===== config.mk =====
export PLATFORM = sky130hd
export DESIGN_NAME = cpu6
export DESIGN_NICKNAME = d
export VERILOG_FILES = /design/src/rtl/cpu6_pkg.sv /design/src/rtl/cpu6_alu.sv /design/src/rtl/cpu6.sv
export SDC_FILE = /design/constraint.sdc
export NUM_CORES = 1
export LEC_CHECK = 0
export CORE_UTILIZATION = 48
export CTS_CLUSTER_SIZE = 14
export DETAILED_ROUTE_END_ITERATION = 7
export PLACE_DENSITY = 0.63
export SLEW_MARGIN = 20
export SYNTH_ARGS = -nofsm -noshare
export SYNTH_HDL_FRONTEND = slang
export SYNTH_SLANG_ARGS = --single-unit

===== constraint.sdc =====
create_clock -name clock -period 5.8 [get_ports clock]
set_input_delay 1.16 -clock clock [delete_from_list [all_inputs] [get_ports clock]]
set_output_delay 1.16 -clock clock [all_outputs]
set_load 0.02 [all_outputs]

===== src/rtl/cpu6_pkg.sv =====
// Shared definitions for the cpu6 core: opcodes, FSM states, register byte indices,
// the logical-to-physical address map and per-opcode operand/data byte counts.
package cpu6_pkg;

    typedef enum logic [2:0] {FETCH, OPERAND, MEMRD, MEMWR, EXEC, HALT} state_t;
    typedef enum logic [2:0] {ALU_PASS, ALU_ADD, ALU_SUB, ALU_AND, ALU_SHL} alu_op_t;

    localparam logic [7:0] OP_HLT    = 8'h00;
    localparam logic [7:0] OP_NOP    = 8'h01;
    localparam logic [7:0] OP_EI     = 8'h04;
    localparam logic [7:0] OP_DI     = 8'h05;
    localparam logic [7:0] OP_RETI   = 8'h0A;
    localparam logic [7:0] OP_BZ     = 8'h14;
    localparam logic [7:0] OP_BNZ    = 8'h15;
    localparam logic [7:0] OP_CLR    = 8'h22;
    localparam logic [7:0] OP_CLAW   = 8'h3A;
    localparam logic [7:0] OP_SLAW   = 8'h3D;
    localparam logic [7:0] OP_ADD    = 8'h40;
    localparam logic [7:0] OP_AND    = 8'h42;
    localparam logic [7:0] OP_SABL   = 8'h49;
    localparam logic [7:0] OP_AABW   = 8'h58;
    localparam logic [7:0] OP_XASW   = 8'h5F;
    localparam logic [7:0] OP_JMP    = 8'h71;
    localparam logic [7:0] OP_LDAL_I = 8'h80;
    localparam logic [7:0] OP_LDAL_M = 8'h81;
    localparam logic [7:0] OP_LDAW_I = 8'h90;
    localparam logic [7:0] OP_LDAW_M = 8'h91;
    localparam logic [7:0] OP_STAL   = 8'hA1;
    localparam logic [7:0] OP_STAW   = 8'hB1;
    localparam logic [7:0] OP_LDBL_I = 8'hC0;
    localparam logic [7:0] OP_LDBL_M = 8'hC1;

    localparam logic [2:0] R_AH = 3'd0;
    localparam logic [2:0] R_AL = 3'd1;
    localparam logic [2:0] R_BH = 3'd2;
    localparam logic [2:0] R_BL = 3'd3;
    localparam logic [2:0] R_XH = 3'd4;
    localparam logic [2:0] R_XL = 3'd5;
    localparam logic [2:0] R_SH = 3'd6;
    localparam logic [2:0] R_SL = 3'd7;

    localparam logic [2:0]  IO_PAGE    = 3'b011;
    localparam logic [15:0] RESET_PC   = 16'hFD00;
    localparam logic [15:0] IRQ_VECTOR = 16'h0100;

    // The top 4 KB of logical space is the IO page.
    function automatic logic [18:0] map_addr(input logic [15:0] l);
        return (l[15:12] == 4'hF) ? {IO_PAGE, l} : {3'b000, l};
    endfunction

    function automatic logic [1:0] operand_bytes(input logic [7:0] op);
        case (op)
            OP_BZ, OP_BNZ, OP_CLR, OP_ADD, OP_AND, OP_LDAL_I, OP_LDBL_I: return 2'd1;
            OP_JMP, OP_LDAL_M, OP_LDAW_I, OP_LDAW_M, OP_LDBL_M,
            OP_STAL, OP_STAW:                                             return 2'd2;
            default:                                                      return 2'd0;
        endcase
    endfunction

    function automatic logic [1:0] data_bytes(input logic [7:0] op);
        case (op)
            OP_LDAL_M, OP_LDBL_M, OP_STAL: return 2'd1;
            OP_LDAW_M, OP_STAW:            return 2'd2;
            default:                       return 2'd0;
        endcase
    endfunction

    function automatic logic is_store(input logic [7:0] op);
        return (op == OP_STAL) || (op == OP_STAW);
    endfunction

endpackage


===== src/rtl/cpu6_alu.sv =====
// Combinational ALU for cpu6: pass/add/sub/and/shift-left in 8- or 16-bit width,
// with zero, negative and carry/borrow outputs.
module cpu6_alu
    import cpu6_pkg::*;
(
    input  alu_op_t     op,
    input  logic        wide,
    input  logic [15:0] a,
    input  logic [15:0] b,
    output logic [15:0] result,
    output logic        z,
    output logic        n,
    output logic        c
);

    logic [16:0] ext;

    // Byte operations place their carry in bit 8 of ext; word operations in bit 16.
    always_comb begin
        ext = {1'b0, b};
        case (op)
            ALU_ADD: ext = wide ? ({1'b0, a} + {1'b0, b})
                                : {8'h00, ({1'b0, a[7:0]} + {1'b0, b[7:0]})};
            ALU_SUB: ext = wide ? ({1'b0, a} - {1'b0, b})
                                : {8'h00, ({1'b0, a[7:0]} - {1'b0, b[7:0]})};
            ALU_AND: ext = {1'b0, a & b};
            ALU_SHL: ext = wide ? {a, 1'b0} : {8'h00, a[7:0], 1'b0};
            default: ext = {1'b0, b};
        endcase
        result = wide ? ext[15:0] : {8'h00, ext[7:0]};
        z      = wide ? (result == 16'h0000) : (result[7:0] == 8'h00);
        n      = wide ? result[15] : result[7];
        c      = wide ? ext[16] : ext[8];
    end

endmodule


===== src/rtl/cpu6.sv =====
// Multi-cycle 8-bit CPU6-subset core on a single byte-wide bus.
// Define CPU6_TRACE_EN to print PC and opcode on every fetch in simulation.
module cpu6
    import cpu6_pkg::*;
(
    input  logic        clock,
    input  logic        reset,
    input  logic [7:0]  data_in,
    input  logic        int_reqn,
    output logic [3:0]  irq_number,
    output logic        write_en,
    output logic [18:0] address,
    output logic [7:0]  data_out
);

    state_t      state;
    logic [7:0]  opcode;
    logic [15:0] opr, dat, pc, rpc;
    logic        cnt, flag_z, flag_n, flag_c, ie;
    logic [7:0]  rf [8];

    logic [15:0] reg_a, reg_b, bus_logical, pc_next;
    logic        last_opr, last_dat;

    alu_op_t     alu_op;
    logic        alu_wide, alu_z, alu_n, alu_c;
    logic [15:0] alu_a, alu_b, alu_res;
    logic        wr_en, wr_wide, set_zn, set_c, ie_next, go_halt, take_irq;
    logic [2:0]  wr_idx;
    logic [3:0]  irq_next;

    assign reg_a    = {rf[R_AH], rf[R_AL]};
    assign reg_b    = {rf[R_BH], rf[R_BL]};
    assign last_opr = ({1'b0, cnt} == operand_bytes(opcode) - 2'd1);
    assign last_dat = ({1'b0, cnt} == data_bytes(opcode) - 2'd1);

    assign bus_logical = (state == MEMRD || state == MEMWR) ? opr + {15'd0, cnt} : pc;
    assign address     = map_addr(bus_logical);
    assign write_en    = (state == MEMWR);
    assign data_out    = !write_en ? 8'h00 :
                         (opcode == OP_STAW && !cnt) ? rf[R_AH] : rf[R_AL];

    cpu6_alu alu (
        .op     (alu_op),
        .wide   (alu_wide),
        .a      (alu_a),
        .b      (alu_b),
        .result (alu_res),
        .z      (alu_z),
        .n      (alu_n),
        .c      (alu_c)
    );

    // Execute-stage decode; undefined opcodes fall into the halt path.
    always_comb begin
        alu_op   = ALU_PASS;
        alu_wide = 1'b0;
        alu_a    = reg_a;
        alu_b    = 16'h0000;
        wr_en    = 1'b0;
        wr_wide  = 1'b0;
        wr_idx   = R_AL;
        set_zn   = 1'b0;
        set_c    = 1'b0;
        pc_next  = pc;
        ie_next  = ie;
        irq_next = irq_number;
        go_halt  = 1'b0;
        case (opcode)
            OP_NOP, OP_STAL, OP_STAW: ;
            OP_EI:   ie_next = 1'b1;
            OP_DI:   ie_next = 1'b0;
            OP_RETI: begin pc_next = rpc; ie_next = 1'b1; irq_next = 4'd0; end
            OP_BZ:   if (flag_z)  pc_next = pc + {{8{opr[7]}}, opr[7:0]};
            OP_BNZ:  if (!flag_z) pc_next = pc + {{8{opr[7]}}, opr[7:0]};
            OP_JMP:  pc_next = opr;
            OP_CLR:  begin wr_en = 1'b1; wr_idx = opr[6:4]; set_zn = 1'b1; end
            OP_CLAW: begin alu_wide = 1'b1; wr_en = 1'b1; wr_wide = 1'b1; wr_idx = R_AH; set_zn = 1'b1; end
            OP_SLAW: begin
                alu_op = ALU_SHL; alu_wide = 1'b1;
                wr_en = 1'b1; wr_wide = 1'b1; wr_idx = R_AH; set_zn = 1'b1; set_c = 1'b1;
            end
            OP_ADD, OP_AND: begin
                alu_op = (opcode == OP_ADD) ? ALU_ADD : ALU_AND;
                alu_a  = {8'h00, rf[opr[2:0]]};
                alu_b  = {8'h00, rf[opr[6:4]]};
                wr_en  = 1'b1; wr_idx = opr[2:0]; set_zn = 1'b1; set_c = (opcode == OP_ADD);
            end
            OP_SABL: begin
                alu_op = ALU_SUB; alu_a = {8'h00, rf[R_AL]}; alu_b = {8'h00, rf[R_BL]};
                wr_en = 1'b1; set_zn = 1'b1; set_c = 1'b1;
            end
            OP_AABW: begin
                alu_op = ALU_ADD; alu_wide = 1'b1; alu_b = reg_b;
                wr_en = 1'b1; wr_wide = 1'b1; wr_idx = R_AH; set_zn = 1'b1; set_c = 1'b1;
            end
            OP_XASW:   begin alu_wide = 1'b1; alu_b = reg_a; wr_en = 1'b1; wr_wide = 1'b1; wr_idx = R_SH; set_zn = 1'b1; end
            OP_LDAL_I: begin alu_b = {8'h00, opr[7:0]}; wr_en = 1'b1; set_zn = 1'b1; end
            OP_LDAL_M: begin alu_b = {8'h00, dat[7:0]}; wr_en = 1'b1; set_zn = 1'b1; end
            OP_LDAW_I: begin alu_wide = 1'b1; alu_b = opr; wr_en = 1'b1; wr_wide = 1'b1; wr_idx = R_AH; set_zn = 1'b1; end
            OP_LDAW_M: begin alu_wide = 1'b1; alu_b = dat; wr_en = 1'b1; wr_wide = 1'b1; wr_idx = R_AH; set_zn = 1'b1; end
            OP_LDBL_I: begin alu_b = {8'h00, opr[7:0]}; wr_en = 1'b1; wr_idx = R_BL; set_zn = 1'b1; end
            OP_LDBL_M: begin alu_b = {8'h00, dat[7:0]}; wr_en = 1'b1; wr_idx = R_BL; set_zn = 1'b1; end
            default:   go_halt = 1'b1;
        endcase
        take_irq = !go_halt && ie_next && !int_reqn;
    end

    always_ff @(posedge clock or negedge reset) begin
        if (!reset) begin
            state      <= FETCH;
            pc         <= RESET_PC;
            rpc        <= 16'h0000;
            opcode     <= 8'h00;
            opr        <= 16'h0000;
            dat        <= 16'h0000;
            cnt        <= 1'b0;
            flag_z     <= 1'b0;
            flag_n     <= 1'b0;
            flag_c     <= 1'b0;
            ie         <= 1'b0;
            irq_number <= 4'd0;
            for (int i = 0; i < 8; i++) rf[i] <= 8'h00;
        end else begin
            case (state)
                FETCH: begin
                    opcode <= data_in;
                    pc     <= pc + 16'd1;
                    cnt    <= 1'b0;
                    state  <= (operand_bytes(data_in) != 2'd0) ? OPERAND : EXEC;
                end
                OPERAND: begin
                    opr <= {opr[7:0], data_in};
                    pc  <= pc + 16'd1;
                    if (last_opr) begin
                        cnt <= 1'b0;
                        if (data_bytes(opcode) == 2'd0) state <= EXEC;
                        else if (is_store(opcode))      state <= MEMWR;
                        else                            state <= MEMRD;
                    end else begin
                        cnt <= 1'b1;
                    end
                end
                MEMRD: begin
                    dat <= {dat[7:0], data_in};
                    if (last_dat) begin cnt <= 1'b0; state <= EXEC; end
                    else          cnt <= 1'b1;
                end
                MEMWR: begin
                    if (last_dat) begin cnt <= 1'b0; state <= EXEC; end
                    else          cnt <= 1'b1;
                end
                EXEC: begin
                    if (wr_en) begin
                        if (wr_wide) begin
                            rf[wr_idx]                <= alu_res[15:8];
                            rf[{wr_idx[2:1], 1'b1}]   <= alu_res[7:0];
                        end else begin
                            rf[wr_idx] <= alu_res[7:0];
                        end
                    end
                    if (set_zn) begin flag_z <= alu_z; flag_n <= alu_n; end
                    if (set_c)  flag_c <= alu_c;
                    ie         <= ie_next;
                    irq_number <= irq_next;
                    if (go_halt) begin
                        state <= HALT;
                    end else if (take_irq) begin
                        rpc        <= pc_next;
                        pc         <= IRQ_VECTOR;
                        ie         <= 1'b0;
                        irq_number <= 4'd1;
                        state      <= FETCH;
                    end else begin
                        pc    <= pc_next;
                        state <= FETCH;
                    end
                end
                HALT:    state <= HALT;
                default: state <= HALT;
            endcase
        end
    end

`ifdef CPU6_TRACE_EN
    always @(posedge clock) begin
        if (reset && state == FETCH) $display("PC=%h OP=%h", pc, data_in);
    end
`else
`endif

endmodule


# Word level (Yosys, flattened, before mapping)
# Index checks and enable logic that the tools add are counted.
[word_totals]
register_bits = 146
input_bits = 11
out_inout_bits = 32
elab_cells = 185
[op_classes]
addsub = 9
magnitude_cmp = 6
n_eq_ne = 51
muxes = 59
n_bitwise = 5
reduce_logical = 37
[op_table]
columns = ["op", "n"]
rows = [
  ["$bwmux W64", 3],
  ["$mux W16", 9],
  ["$eq A8 B8 Y1 const B", 16],
  ["$pmux W16 S4", 2],
  ["$pmux W16 S8", 1],
  ["$eq A8 B7 Y1 const B", 9],
  ["$mux W64", 1],
  ["$mux W8", 8],
  ["$pmux W16 S2", 2],
  ["$bmux W8 S3", 2],
  ["$demux W8 S3", 2],
  ["$add A16 B16 Y16", 2],
  ["$eq A8 B5 Y1 const B", 4],
  ["$eq A8 B6 Y1 const B", 4],
  ["$reduce_or A7 Y1", 4],
  ["$pmux W3 S4", 2],
  ["$reduce_or A23 Y1", 1],
  ["$mux W18", 1],
  ["$add A16 B1 Y16", 1],
  ["$add A16 B1 Y16 const B", 1],
  ["$and A16 B16 Y16", 1],
  ["$eq A8 B3 Y1 const B", 2],
  ["$ge A4 B4 Y1 const B", 4],
  ["$logic_not A16 Y1", 1],
  ["38 further kinds", 84],
]

# Logic depth before layout (Yosys ltp)
# Gate-level depths: netlist (run 1).
[depth]
depth_word = 12
depth_mapped = 21

# Cells and area by module
# A second synthesis (run 1) with hierarchy kept.
[hier_totals]
hier_cells = 1379
hier_area_um2 = 12487.0
[modules_own_cells]
columns = ["mod", "instances", "cells_per_inst", "area_each_um2"]
rows = [
  ["cpu6", 1, 966, 9843.2],
  ["cpu6_alu", 1, 413, 2643.8],
]

# Worst setup path before layout (run 1)
# OpenSTA, ideal clock, no wires.
[synth_timing]
path_kind = "flip-flop to flip-flop"
startpoint = "register opr[4]"
endpoint = "register flag_z"
setup_ns = 0.104
arrival_ns = 5.062
required_time_ns = 5.696
path_slack_ns = 0.634
stages_incl_launch_ff = 20
synth_period_minus_slack_ns = 5.166
path_cell_list = "dfrtp_1 > buf_6 > clkbuf_1 > buf_1 > mux4_2 > mux2_2 > a221oi_1 > ha_1 > clkbuf_1 > a211oi_1 > nor2_1 > o21ai_0 > nand2b_1 > xnor2_1 > a221oi_1 > a21oi_1 > a2bb2oi_1 > or4_1 > or3_1 > o41ai_2"
[synth_between]
elab_chain_len = 11
elab_cells_between_ends = 17
cone_classes = "add/sub (4); mux (9); bitwise (2); reduce/logical (2)"
[synth_lines]
columns = ["item", "line_no", "source"]
rows = [
  ["start: declaration", "cpu6.sv:18", "logic [15:0] opr, dat, pc, rpc;"],
  ["start signal: assignment", "cpu6.sv:133", "opr <= {opr[7:0], data_in};"],
  ["$not A3 Y4 (not written as such)", "cpu6.sv:86", "alu_b = {8'h00, rf[opr[6:4]]};"],
  ["$bmux W8 S3", "cpu6.sv:86", ""],
  ["$mux W8 (not written as such) (2 in a row)", "cpu6.sv:86", ""],
  ["$pmux W16 S8 (*)", "cpu6.sv:69", "case (opcode)"],
  ["$sub A16 B16 Y16 (tied with other cells)", "cpu6_alu.sv:24", "ALU_SUB: ext = wide ? ({1'b0, a} - {1'b0, b})"],
  ["$mux W16, on equally long branches", "cpu6_alu.sv:24, cpu6_alu.sv:22", ""],
  ["$pmux W16 S4 (*)", "cpu6_alu.sv:21", "case (op)"],
  ["$mux W16 (*)", "cpu6_alu.sv:30", "result = wide ? ext[15:0] : {8'h00, ext[7:0]};"],
  ["$logic_not A16 Y1 / $logic_not A8 Y1 (equally long branches)", "cpu6_alu.sv:31", "z = wide ? (result == 16'h0000) : (result[7:0] == 8'h00);"],
  ["$mux W1 (*)", "cpu6_alu.sv:31", ""],
  ["end signal: assignment", "cpu6.sv:162", "if (set_zn) begin flag_z <= alu_z; flag_n <= alu_n; end"],
  ["end: declaration", "cpu6.sv:19", "logic cnt, flag_z, flag_n, flag_c, ie;"],
]
# Every way passes the cells marked *; elsewhere a longest branch is shown, timed or not. The select of a mux whose other input is x is not followed.
# A chain may end at the register's enable or synchronous reset.

# Worst setup path in the final report (run 1)
[layout_timing]
startpoint = "register opcode[3]"
endpoint = "register rf (netlist bit reg_b[14])"
[layout_between]
elab_chain_len = 11
elab_cells_between_ends = 59
cone_classes = "add/sub (4); order compare (4); eq/ne (18); mux (20); bitwise (3); reduce/logical (10)"
[layout_lines]
columns = ["item", "line_no", "source"]
rows = [
  ["start: declaration", "cpu6.sv:17", "logic [7:0] opcode;"],
  ["start signal: assignment", "cpu6.sv:127", "opcode <= data_in;"],
  ["branches (longest 11 deep; another with $sub A16 B16 Y16)", "-", ""],
  ["end signal: indexed assignment", "cpu6.sv:156", "rf[wr_idx] <= alu_res[15:8];"],
  ["end signal: indexed assignment", "cpu6.sv:157", "rf[{wr_idx[2:1], 1'b1}] <= alu_res[7:0];"],
  ["end signal: indexed assignment", "cpu6.sv:159", "rf[wr_idx] <= alu_res[7:0];"],
  ["end: declaration", "cpu6.sv:20", "logic [7:0] rf [8];"],
]
# Parallel ways; which one is timed is not known.

==> flow_metrics.env, run 1 <==
export IMPL_status="complete, no violations"
export IMPL_clk_latency_ns=0.44
export IMPL_endpoint_kind="register"
export IMPL_post_route_period_util=0.907
export IMPL_area_delta_synth_final_pct=12.0
export IMPL_grt_use_total=0.325
export IMPL_crit_fanout=16
export IMPL_cts_root_buf="clkbuf_16"
export IMPL_dp_hpwl_um=27600
export IMPL_wl_um=38000
export IMPL_post_dp_cell_area_sq_um=12100
export IMPL_drt_first_pass_iters=7
export IMPL_viasPerCell=6.60
export IMPL_grt_overflow_total=0
export IMPL_reg2reg_from="opcode[3]$_DFFE_PN0P_"
export IMPL_drc_errors=0
export IMPL_fin_nets=1278
export IMPL_hold_class="reg2reg"
export IMPL_place_congestion=0.973
export IMPL_worstMarginPinSlew_ns=1.14
export IMPL_place_port_buffers=41
export IMPL_grt_pass1_vias=9680
export IMPL_startpoint="opcode[3]$_DFFE_PN0P_"
export IMPL_syn_inst=1194
export IMPL_r2r_end="reg_b[14]$_DFFE_PN0P_"
export IMPL_slew_headroom=0.229
export IMPL_yosys_most_used_dff="dfrtp_1"
export IMPL_fillCellCount=2088
export IMPL_hold_viol=0
export IMPL_initial_core_util=0.495
export IMPL_dieWidth_um=156
export IMPL_rsz0062_at_grt="false"
export IMPL_final_core_util=0.555
export IMPL_p_leak_nw=5.58
export IMPL_grt_max_degree=95
export IMPL_setup_viol_count_final=0
export IMPL_cp_endpoint="reg_b[14]$_DFFE_PN0P_"
export IMPL_postLayoutCellArea_sq_um=12700
export IMPL_cts_max_path_buffers=2
export IMPL_post_cts_resized=0
export IMPL_num_vias=10200
export IMPL_hold_buffers=0
export IMPL_startpoint_type="register"
export IMPL_ant_nets=0
export IMPL_syn_area_sq_um=11400
export IMPL_yosys_area_top_type_share=0.306
export IMPL_clock_sinks=146
export IMPL_maxCapViolCount=0
export IMPL_yosysMostFrequentCell="dfrtp_1"
export IMPL_ys_types=82
export IMPL_yosysWarnings=0
export IMPL_synth_fp_nets=1257
export IMPL_timing_fmax_mhz=190
export IMPL_drive_gt1_frac=0.193
export IMPL_ir_drop_uv=161
export IMPL_cts_buffers=17
export IMPL_reg2regPathDepth=17
export IMPL_drt_iter0_markers=1168
export IMPL_yosys_register_bits=146
export IMPL_die_y_um=156
export IMPL_synth_top_area_cell="dfrtp_1"
export IMPL_async_flop_share=1.00
export IMPL_core_sq_um=22900
export IMPL_htreeDepth=4
export IMPL_yosysSeqAreaShare=0.323
export IMPL_postCtsSetupBuffers=0
export IMPL_wl_per_cell_um=24.6
export IMPL_ff2ff_setup_slack_ns=0.54
export IMPL_tns_ns=0
export IMPL_antenna_found_initial=0
export IMPL_yosys_top_cells_area="dfrtp_1 (31%), mux2_2 (11%), mux4_2 (6.3%), ha_1 (5.4%), o21ai_0 (3.8%)"
export IMPL_avgSynthCellArea_sq_um=9.51
export IMPL_io_pins=43
export IMPL_crit_arrival_ns=5.58
export IMPL_clock_skew_final_ns=0.0144
export IMPL_fp_dieArea_sq_um=24300
export IMPL_clk_pin_slew_ns=0.07
export IMPL_required_ns=6.12
export IMPL_pwr_density_cell_nw_per_um2=176
export IMPL_criticalPathCategory="reg2reg"
export IMPL_period_minus_slack_ns=5.26
export IMPL_cts_tree="yes"
export IMPL_maxSlewViolCount=0
export IMPL_rows=55
export IMPL_netlist_top_cells_count="dfrtp_1 (139), mux2_2 (113), nand2_1 (96)"
export IMPL_grt_pass1_wl_um=58700
export IMPL_antenna_cells=0
export IMPL_synth_edf_count=0
export IMPL_total_power_mw=2.24
## layout make-up
cell class / count / area, sq um / share of cell area
multi-input combinational: 938 / 7270 / 0.572
inverter: 39 / 146 / 0.0115
clock buffer: 19 / 453 / 0.0356
tap: 313 / 392 / 0.0308
timing repair buffer: 73 / 652 / 0.0513
clock inverter: 13 / 139 / 0.0109
sequential: 146 / 3660 / 0.288
## cells by family (layout without fill, tap and decap cells)
logic type	count (synthesis)	after routing	synth area share
flops	146	146	0.323
mux	170	170	0.198
simple gates	338	338	0.146
compound gates	339	339	0.204
other cells	1	1	0.000330
buf+inv	110	144	0.0397
fa+ha+maj	52	52	0.0593
xor+xnor	38	38	0.0300
## sequential cells by signal, summed over array words and instances, names as in the netlist
register,cells
rf,32
dat,16
opr,16
pc,16
reg_a,16
reg_b,16
rpc,16
opcode,8
irq_number,4
state,3
cnt,1
flag_z,1
ie,1
## per-layer routing
| metal | global-route usage | vias to the layer above | part of all wire |
|---|---|---|---|
| li1 | - | 4558 | - |
| met1 | 0.475 | 5064 | 0.46 |
| met2 | 0.475 | 478 | 0.43 |
| met3 | 0.0708 | 65 | 0.084 |
| met4 | 0.106 | 0 | 0.026 |
| met5 | 0 | - | 0 |
## metrics by stage
stage | hold slack [ns] | worst slack [ns] | std cells
finish | 0.486 | 0.538 | 1541
CTS | 0.490 | 0.610 | 1541
global route | 0.516 | 0.135 | 1541
floorplan | 0.449 | 0.634 | 1194
global placement | 0.469 | 0.685 | 1509
detailed placement | 0.471 | 0.639 | 1509
## worst min-delay path by stage
stage | from | end | slack [ns] | cells past startpoint
floorplan | ie$_DFFE_PN0P_ | ie$_DFFE_PN0P_ | 0.45 | 2
global placement | irq_number[1]$_DFFE_PN0P_ | irq_number[1]$_DFFE_PN0P_ | 0.47 | 1
detailed placement | irq_number[1]$_DFFE_PN0P_ | irq_number[1]$_DFFE_PN0P_ | 0.47 | 1
CTS | ie$_DFFE_PN0P_ | ie$_DFFE_PN0P_ | 0.49 | 2
global route | irq_number[0]$_DFFE_PN0P_ | irq_number[0]$_DFFE_PN0P_ | 0.52 | 1
finish | irq_number[0]$_DFFE_PN0P_ | irq_number[0]$_DFFE_PN0P_ | 0.49 | 1
## cells in the final DEF (no fill, tap or decap), drive strengths merged, types with 5 or more instances in the layout
| cell type | instances |
|---|---|
| ha | 49 |
| a22o | 15 |
| nor4 | 10 |
| nand2 | 96 |
| nor3 | 25 |
| dfrtp | 139 |
| and2 | 24 |
| nor3b | 5 |
| a211o | 5 |
| o21bai | 11 |
| a21oi | 83 |
| a31oi | 6 |
| xor2 | 17 |
| nand4 | 12 |
| a211oi | 9 |
| clkdlybuf4s50 | 40 |
| a22oi | 9 |
| mux4 | 32 |
| nand3 | 21 |
| buf | 33 |
| a32oi | 5 |
| nor2b | 11 |
| mux2i | 25 |
| a221oi | 15 |
| dfstp | 7 |
| a21o | 15 |
| o31ai | 5 |
| xnor2 | 21 |
| and3 | 9 |
| mux2 | 113 |
| a222oi | 18 |
| o211ai | 6 |
| nand2b | 12 |
| nor2 | 91 |
| a21boi | 5 |
| o22ai | 5 |
| clkbuf | 19 |
| inv | 47 |
| a221o | 12 |
| o21ai | 90 |
## power breakdown
| group | switching [mW] | internal [mW] | total (mW) |
|---|---|---|---|
| Combinational | 0.0525 | 0.0239 | 0.0764 |
| Sequential | 0.00412 | 1.02 | 1.03 |
| Clock | 0.502 | 0.631 | 1.13 |
## worst max-delay path, stage by stage, from the launching register on
cell and delay [ns]:
dfrtp_1 0.54, or3_1 0.47, nor4_4 0.46, nor2_1 0.08, a21oi_1 0.48, inv_1 0.14, fa_1 0.48, o21bai_1 0.14
a21oi_1 0.11, o21bai_1 0.13, a21oi_1 0.15, or4_1 0.43, o21ai_1 0.28, a211oi_2 0.12, xnor2_1 0.14, a221oi_1 0.46
o21ai_1 0.22, mux2_2 0.30
Power figures use the tool's default switching activity.
==> run 2: changes to the inputs <==
--- a/config.mk
+++ b/config.mk
@@ -5,10 +5,12 @@
 export SDC_FILE = /design/constraint.sdc
 export NUM_CORES = 1
 export LEC_CHECK = 0
-export CORE_UTILIZATION = 48
+export ABC_AREA = 1
+export CORE_UTILIZATION = 37
+export CTS_BUF_LIST = sky130_fd_sc_hd__clkbuf_16
 export CTS_CLUSTER_SIZE = 14
 export DETAILED_ROUTE_END_ITERATION = 7
-export PLACE_DENSITY = 0.63
+export PLACE_DENSITY = 0.51
 export SLEW_MARGIN = 20
 export SYNTH_ARGS = -nofsm -noshare
 export SYNTH_HDL_FRONTEND = slang
==> flow_metrics.env, run 2 <==
export IMPL_cts_root_buf="clkbuf_16"
export IMPL_cp_endpoint="address[16]"
export IMPL_drc_errors=0
export IMPL_r2r_end="flag_z$_DFFE_PN0P_"
export IMPL_wl_um=46300
export IMPL_antenna_found_initial=0
export IMPL_io_pins=43
export IMPL_clock_sinks=146
export IMPL_reg2reg_from="opr[1]$_DFFE_PN0N_"
export IMPL_async_flop_share=1.00
export IMPL_die_y_um=181
export IMPL_criticalPathCategory="reg2out"
export IMPL_holdCritStartpoint="rpc[6]$_DFFE_PN0P_"
export IMPL_final_cell_mix="nand2_1 (363), inv_1 (230), o21ai_0 (213), nor2_1 (192), dfrtp_1 (139)"
export IMPL_dp_hpwl_um=34500
export IMPL_drt_first_pass_iters=6
export IMPL_dieWidth_um=181
export IMPL_crit_fanout=39
export IMPL_grt_pass1_vias=11900
export IMPL_cts_buffers=17
export IMPL_clk_latency_ns=0.44
export IMPL_critPathMaxStageDelay_ns=0.62
export IMPL_crit_arrival_ns=3.91
export IMPL_cts_tree="yes"
export IMPL_initial_core_util=0.376
export IMPL_drive_gt1_frac=0.0695
export IMPL_startpoint="opr[0]$_DFFE_PN0N_"
export IMPL_p_leak_nw=6.15
export IMPL_synth_edf_count=0
export IMPL_fp_dieArea_sq_um=32700
export IMPL_yosys_top_cells_area="dfrtp_1 (29%), nand2_1 (12%), o21ai_0 (9.0%), inv_1 (7.3%), nor2_1 (6.2%)"
export IMPL_post_cts_resized=0
export IMPL_reg2regPathDepth=20
export IMPL_timing_fmax_mhz=197
export IMPL_htreeDepth=4
export IMPL_place_port_buffers=41
export IMPL_area_delta_synth_final_pct=11.5
export IMPL_clk_pin_slew_ns=0.08
export IMPL_post_route_period_util=0.874
export IMPL_mostFrequentLayoutCell="nand2_1"
export IMPL_rsz0062_at_grt="false"
export IMPL_wl_per_cell_um=21.0
export IMPL_setup_viol_count_final=0
export IMPL_synth_fp_nets=1835
export IMPL_tns_ns=0
export IMPL_status="complete, no violations"
export IMPL_period_minus_slack_ns=5.07
export IMPL_startpoint_type="register"
export IMPL_drt_iter0_markers=1352
export IMPL_yosys_area_top_type_share=0.294
export IMPL_num_vias=12600
export IMPL_worstMarginPinSlew_ns=0.967
export IMPL_grt_use_total=0.289
export IMPL_syn_inst=1772
export IMPL_viasPerCell=5.71
export IMPL_largest_reg_flops=32
export IMPL_cts_max_path_buffers=2
export IMPL_path_cells="buf_4 -> ha_1 -> ha_1 -> nand2_1 -> nor2_1 -> inv_1 -> nor2_1 -> inv_1 -> nor2_1 -> inv_1 -> nor2_1 -> inv_1 -> nor2_1 -> inv_1 -> nor2_1 -> nand3_1 -> nor2_1 -> xor2_1 -> a21oi_1 -> nand2_1 -> nor2_1 -> clkdlybuf4s50_1"
export IMPL_slew_headroom=0.352
export IMPL_antenna_cells=0
export IMPL_endpoint_kind="primary output"
export IMPL_pwr_density_cell_nw_per_um2=168
export IMPL_maxCapViolCount=0
export IMPL_synth_top_area_cell="dfrtp_1"
export IMPL_grt_pass1_wl_um=72300
export IMPL_ys_types=62
export IMPL_syn_area_sq_um=11800
export IMPL_ff2ff_setup_slack_ns=0.92
export IMPL_hold_buffers=0
export IMPL_ir_drop_uv=196
export IMPL_rows=65
export IMPL_fin_nets=1849
export IMPL_yosysMostFrequentCell="nand2_1"
export IMPL_hold_viol=0
export IMPL_cp_common_cell="nor2_1"
export IMPL_hold_class="reg2reg"
export IMPL_yosysSeqAreaShare=0.309
export IMPL_post_dp_cell_area_sq_um=12600
export IMPL_yosysWarnings=0
export IMPL_avgSynthCellArea_sq_um=6.68
export IMPL_required_ns=4.64
export IMPL_total_power_mw=2.22
export IMPL_maxSlewViolCount=0
export IMPL_ant_nets=0
export IMPL_netlist_top_cells_count="nand2_1 (363), inv_1 (229), o21ai_0 (213)"
export IMPL_regMostFlops="rf"
export IMPL_core_sq_um=31500
export IMPL_yosys_register_bits=146
export IMPL_postLayoutCellArea_sq_um=13200
export IMPL_yosys_most_used_dff="dfrtp_1"
export IMPL_cp_slowest_cell="clkdlybuf4s50_1"
export IMPL_postCtsSetupBuffers=0
export IMPL_place_congestion=0.951
export IMPL_clock_skew_final_ns=0.0176
export IMPL_grt_max_degree=72
export IMPL_grt_overflow_total=0
## run 2: critical path: cells and delay by family (launching register included)
family                     cells  cell delay (ns)
buffers and inverters          7             1.27
AOI/OAI and AO/OA              1             0.17
xor gates and xnor gates       1             0.08
DFF                            1             0.34
and+or+nand+nor               11             1.22
adders and majority gates      2             0.41
## run 2: worst min-delay path by stage
| stage | depth (start not counted) | to |
|---|---|---|
| after floorplan | 2 | rpc[0]$_DFFE_PN0P_ |
| after global placement | 2 | rpc[2]$_DFFE_PN0P_ |
| after CTS | 2 | rpc[2]$_DFFE_PN0P_ |
| final | 2 | rpc[6]$_DFFE_PN0P_ |
| after detailed placement | 2 | rpc[6]$_DFFE_PN0P_ |
| after global routing | 2 | rpc[2]$_DFFE_PN0P_ |
## run 2: cells by family (layout without fill, tap and decap cells)
| group | Yosys count | in the layout | synth area share |
|---|---|---|---|
| DFF | 146 | 146 | 0.309 |
| adders and majority gates | 52 | 52 | 0.0569 |
| muxes | 2 | 2 | 0.00190 |
| AOI/OAI and AO/OA | 493 | 493 | 0.242 |
| buffers and inverters | 315 | 342 | 0.105 |
| xor gates and xnor gates | 14 | 14 | 0.0104 |
| and+or+nand+nor | 749 | 749 | 0.274 |
| other | 1 | 1 | 0.000317 |
## run 2: per-stage QoR
step | utilization | cells | hold WS, ns | worst slack (ns)
floorplan | - | 1772 | 0.442 | 1.79
global placement | 0.400 | 2169 | 0.456 | 1.19
detailed placement | 0.400 | 2169 | 0.461 | 1.08
CTS | 0.419 | 2201 | 0.479 | 0.716
global route | 0.419 | 2201 | 0.490 | 0.279
finish | 0.419 | 2201 | 0.477 | 0.730
## run 2: report_power, final
group | total (mW) | switching, mW | internal, mW
Sequential | 1.02 | 0.00108 | 1.02
Combinational | 0.0426 | 0.0330 | 0.00960
Clock | 1.16 | 0.484 | 0.673
## run 2: routing by layer
layer	wire, um	GRT usage
met2	19800	0.436
met4	1340	0.0920
met5	0	0
met3	3080	0.0361
met1	22100	0.424
## run 2: layout make-up
class	instances	area [sq um]
Clock buffer	17	425
Tap cell	402	503
Timing Repair Buffer	58	539
Sequential cell	146	3660
Inverter	252	946
Multi-Input combinational cell	1311	6950
Clock inverter	15	169
Fill cell	3318	18300
